## src/rtl/act_seq.sv

```systemverilog
// FP16 activation sequencer: credit-issued buffer reads, 3-deep result FIFO.
// Optional negative-input statistics with ACT_SEQ_STATS_EN.
module act_seq #(
  parameter int ADDR_W = 8,
  parameter int LEN_W  = 9
) (
  input  logic              clk,
  input  logic              rst,
  input  logic              start,
  input  logic [ADDR_W-1:0] base_addr,
  input  logic [LEN_W-1:0]  len,
  input  logic              relu_mode,
  output logic              busy,
  output logic              done,
  output logic              buf_rd_en,
  output logic [ADDR_W-1:0] buf_rd_addr,
  input  logic [15:0]       buf_rd_data,
  output logic              act_en,
  output logic [15:0]       act_i,
  input  logic [15:0]       act_z,
  output logic              out_valid,
  input  logic              out_ready,
  output logic [15:0]       out_data,
  output logic              out_last
`ifdef ACT_SEQ_STATS_EN
  ,
  output logic [LEN_W-1:0]  neg_count
`endif
);

  typedef enum logic [1:0] {
    S_IDLE,
    S_RUN,
    S_DONE
  } state_e;

  state_e state_q, state_d;

  logic [ADDR_W-1:0] base_q;
  logic [LEN_W-1:0]  len_q;
  logic              relu_q;
  logic [LEN_W-1:0]  issued_q;
  logic [LEN_W-1:0]  acc_q;
  logic              infl_q;
  logic [15:0]       mem_q [0:2];
  logic [1:0]        wr_q;
  logic [1:0]        rd_q;
  logic [1:0]        cnt_q, cnt_d;

  logic              start_acc;
  logic [2:0]        occ;
  logic              rd_go;
  logic              push;
  logic              pop;
  logic [LEN_W-1:0]  len_m1;
  logic              last_hs;

  assign start_acc = (state_q == S_IDLE) && start;
  assign occ       = {1'b0, cnt_q} + {2'b00, infl_q};
  // credits count words already in flight, so the FIFO cannot overflow
  assign rd_go     = (state_q == S_RUN) && (issued_q < len_q)
                     && (occ < 3'd3);
  assign push      = infl_q;
  assign pop       = out_valid && out_ready;
  assign len_m1    = len_q - LEN_W'(1);
  assign last_hs   = pop && (acc_q == len_m1);

  always_ff @(posedge clk) begin
    if (rst) state_q <= S_IDLE;
    else     state_q <= state_d;
  end

  always_comb begin
    state_d = state_q;
    unique case (state_q)
      S_IDLE: if (start) state_d = (len == '0) ? S_DONE : S_RUN;
      S_RUN:  if (last_hs) state_d = S_DONE;
      S_DONE: state_d = S_IDLE;
      default: state_d = S_IDLE;
    endcase
  end

  always_comb begin
    busy        = (state_q != S_IDLE);
    done        = (state_q == S_DONE);
    buf_rd_en   = rd_go;
    buf_rd_addr = rd_go ? base_q + ADDR_W'(issued_q) : '0;
    act_en      = relu_q;
    act_i       = buf_rd_data;
    out_valid   = (cnt_q != 2'd0);
    out_data    = out_valid ? mem_q[rd_q] : 16'h0000;
    out_last    = out_valid && (acc_q == len_m1);
  end

  always_comb begin
    cnt_d = cnt_q;
    if (push && !pop)      cnt_d = cnt_q + 2'd1;
    else if (!push && pop) cnt_d = cnt_q - 2'd1;
  end

  always_ff @(posedge clk) begin
    if (rst) begin
      base_q   <= '0;
      len_q    <= '0;
      relu_q   <= 1'b0;
      issued_q <= '0;
      acc_q    <= '0;
      infl_q   <= 1'b0;
      wr_q     <= 2'd0;
      rd_q     <= 2'd0;
      cnt_q    <= 2'd0;
    end else begin
      if (start_acc) begin
        base_q   <= base_addr;
        len_q    <= len;
        relu_q   <= relu_mode;
        issued_q <= '0;
        acc_q    <= '0;
      end
      infl_q <= rd_go;
      if (rd_go) issued_q <= issued_q + LEN_W'(1);
      if (push)  wr_q <= (wr_q == 2'd2) ? 2'd0 : wr_q + 2'd1;
      if (pop) begin
        rd_q  <= (rd_q == 2'd2) ? 2'd0 : rd_q + 2'd1;
        acc_q <= acc_q + LEN_W'(1);
      end
      cnt_q <= cnt_d;
    end
  end

  always_ff @(posedge clk) begin
    if (push) mem_q[wr_q] <= act_z;
  end

`ifdef ACT_SEQ_STATS_EN
  logic [LEN_W-1:0] neg_q;

  always_ff @(posedge clk) begin
    if (rst)                          neg_q <= '0;
    else if (start_acc)               neg_q <= '0;
    else if (push && buf_rd_data[15]) neg_q <= neg_q + LEN_W'(1);
  end

  assign neg_count = neg_q;
`endif

endmodule
```

## config.mk

```make
export PLATFORM = sky130hd
export DESIGN_NAME = act_seq
export DESIGN_NICKNAME = d
export VERILOG_FILES = /design/src/rtl/act_seq.sv
export SDC_FILE = /design/constraint.sdc
export NUM_CORES = 1
export LEC_CHECK = 0
export ABC_AREA = 1
export CORE_MARGIN = 3
export CORE_UTILIZATION = 40
export DETAILED_ROUTE_END_ITERATION = 10
export DONT_BUFFER_PORTS = 1
export GPL_ROUTABILITY_DRIVEN = 0
export HOLD_SLACK_MARGIN = 0.06
export PLACE_DENSITY_LB_ADDON = 0.3
export SYNTH_ARGS = -nofsm -noshare
export SYNTH_HDL_FRONTEND = slang
export SYNTH_SLANG_ARGS = --single-unit
```

## constraint.sdc

```tcl
create_clock -name clk -period 2.32 [get_ports clk]
set_input_delay 0.348 -clock clk [delete_from_list [all_inputs] [get_ports clk]]
set_output_delay 0.348 -clock clk [all_outputs]
set_load 0.01 [all_outputs]
```

==> impl_metrics.env <==
export IMPL_status="finished, violations left"
export IMPL_violations="setup timing"
export IMPL_maxSlewHeadroom_pct=54.0
export IMPL_syn2layout_area_growth_pct=14.6
export IMPL_synth_cell_types=42
export IMPL_clkTransAtPathRegs_ps=70
export IMPL_syn_instance_count=551
export IMPL_fin_ws_ps=-39.9
export IMPL_first_iter_violations=194
export IMPL_dieWidth_um=116
export IMPL_worstPathArrival_ps=2010
export IMPL_dp_hpwl_mm=7.30
export IMPL_fin_crit_sh_pct=102
export IMPL_syn_area_mm2=0.00488
export IMPL_cts_buffers=9
export IMPL_avgRoutedWirePerCell_um=15.5
export IMPL_die_area_mm2=0.0136
export IMPL_synth_compound_area_share_pct=13.8
export IMPL_worstHoldPathType="input pin to register"
export IMPL_ir_worst_vdd_mv=0.361
export IMPL_p_leak_uw=0.00232
export IMPL_syn_area_per_cell_um2=8.86
export IMPL_die_h_um=116
export IMPL_finalHoldViolations=0
export IMPL_num_rows=39
export IMPL_fin_crit_ps=2360
export IMPL_fin_setup_tns_ps=-58.2
export IMPL_cts_tree="yes"
export IMPL_cts_max_path_buffers=2
export IMPL_cp_required_ps=1970
export IMPL_setup_viol_count_final=2
export IMPL_postSynthNetCount=627
export IMPL_ys_ff_latch=95
export IMPL_ant_nets=0
export IMPL_fin_cells=705
export IMPL_synthMuxAreaShare_pct=3.69
export IMPL_num_vias=3691
export IMPL_critPathMaxFanout=8
export IMPL_yosysMostFrequentCell="inv_1"
export IMPL_grt_max_degree=33
export IMPL_max_cap_violations=0
export IMPL_synth_async_reset_ratio_pct=0
export IMPL_port_buffers=0
export IMPL_firstDrtPassIters=4
export IMPL_ys_warn_count=0
export IMPL_fin_total_pwr_uw=4680
export IMPL_grt_pass1_wl_mm=17.1
export IMPL_skew_ps=2.55
export IMPL_synthAdderAreaFrac_pct=5.79
export IMPL_drive_gt1_share_pct=23.1
export IMPL_final_area_mm2=0.00560
export IMPL_synth_common_cells="78 x inv_1, 69 x nand2_1, 61 x a21oi_1, 56 x nor2_1, 51 x o21ai_0"
export IMPL_critPathCaptureType="output port"
export IMPL_synth_top_family_by_area="simple AND/OR/NAND/NOR gates"
export IMPL_dp_cells=675
export IMPL_grt_usage_pct=16.3
export IMPL_n_antenna_cell=0
export IMPL_cts_max_level=3
export IMPL_dpl_instance_area_mm2=0.00498
export IMPL_ys_flop_type="edfxtp_1"
export IMPL_cts_sinks=95
export IMPL_antenna_found_initial=0
export IMPL_seq_area_frac_synth_pct=48.8
export IMPL_rsz0062_at_grt="true"
export IMPL_post_drt_via_cell_ratio=5.24
export IMPL_synthTopCellsByArea="edfxtp_1 30%, dfxtp_1 19%, a21oi_1 6.3%, inv_1 6.0%, ha_1 5.4%"
export IMPL_root_buffer="clkbuf_16"
export IMPL_initial_utilization_pct=41.9
export IMPL_start_kind="register"
export IMPL_ios=100
export IMPL_worst_slew_pin_slew_ps=689
export IMPL_synth_xor_xnor_area_share_pct=1.61
export IMPL_synth_area_leader_cell="edfxtp_1"
export IMPL_cellPowerDensity_mw_per_mm2=836
export IMPL_finalHoldWorstSlack_ps=73.4
export IMPL_drv_slew=0
export IMPL_coreArea_mm2=0.0117
export IMPL_clock_latency_ps=340
export IMPL_synth_edff_count=48
export IMPL_nNetsFinal=633
export IMPL_first_global_vias=3489
export IMPL_grt_ovfl_total=0
export IMPL_synth_top_area_share_pct=29.5
export IMPL_synth_simple_area_share_pct=15.9
export IMPL_fmax_mhz=424
export IMPL_post_route_drc_count=0
export IMPL_criticalPathCategory="register to output port"
export IMPL_drt_wl_total_mm=11.0
==> metal layers <==
layer,track usage [%],part of all wire (%)
met4,5.57,1.6
met1,19.3,43
met5,0,0
met3,5.65,6.5
met2,27.5,49
==> what timing repair did <==
action,4_1_cts,5_1_grt
gates cloned,1,0
hold buffers,3,1
buffers inserted,7,2
resized for setup,45,23
endpoints found under the hold margin,7,3
pin swaps,9,6
setup endpoints to repair,9,9
==> worst max-delay path, cell delays in order, from the launching register on <==
cell and delay, ps:
dfxtp_4 400, ha_2 330, a21oi_1 210, nand2_2 120, nand2_1 80, nand2_1 60
a21oi_2 200, o21ai_2 80, a21oi_2 180
==> worst paths after layout <==
| check | startpoint | endpoint | slack, ps | cells past startpoint |
|---|---|---|---|---|
| worst max register to register | len_q[8] | issued_q[6] | 350 | 11 |
| worst min register to register | len_q[8] | len_q[8] | 480 | 2 |
| worst min-delay path | rst | issued_q[7] | 70 | 1 |
| worst max-delay path | issued_q[2] | buf_rd_addr[5] | -40 | 8 |
==> cell families after synthesis <==
group,after synthesis
fa+ha+maj,22
compound gates,125
buf+inv,115
xor+xnor,9
simple gates,169
mux,16
flops,95
==> stage by stage <==
| step | utilization (%) | setup slack, ps |
|---|---|---|
| finish | 48.0 | -39.9 |
| floorplan | - | 263 |
| detailed placement | 42.7 | 187 |
| global placement | 42.7 | 222 |
| global route | 48.0 | -165 |
| CTS | 47.3 | 1.22 |
==> cell usage in the layout (no fill, tap or decap), drive strengths merged, types with 20 or more instances in the layout <==
master and instances:
inv 87, nand2 70, nor2 65, a21oi 61, o21ai 53, edfxtp 48, dfxtp 47, nand3 21
ha 21, buf 20
==> registers in the layout (all words and copies together), names as in the netlist, 2 cells and up, named ones only <==
register and cells:
mem_q 48, acc_q 9, issued_q 9, len_q 9, base_q 8, cnt_q 2
rd_q 2, state_q 2, wr_q 2
==> power by group <==
part           internal, µW  total [µW]  switching, µW
Combinational           422        1250            823
Clock                   844        1490            644
Sequential             1870        1950           75.0
==> cell type report <==
cell class                      count  area, µm²
Clock buffer                       10        229
Multi-Input combinational cell    342       2180
Timing Repair Buffer               24        203
Fill cell                        1094       6060
Tap cell                          143        179
Sequential cell                    95       2410
Clock inverter                      6       68.8
Inverter                           85        329
Note: power is estimated with default switching activity, not from simulation.
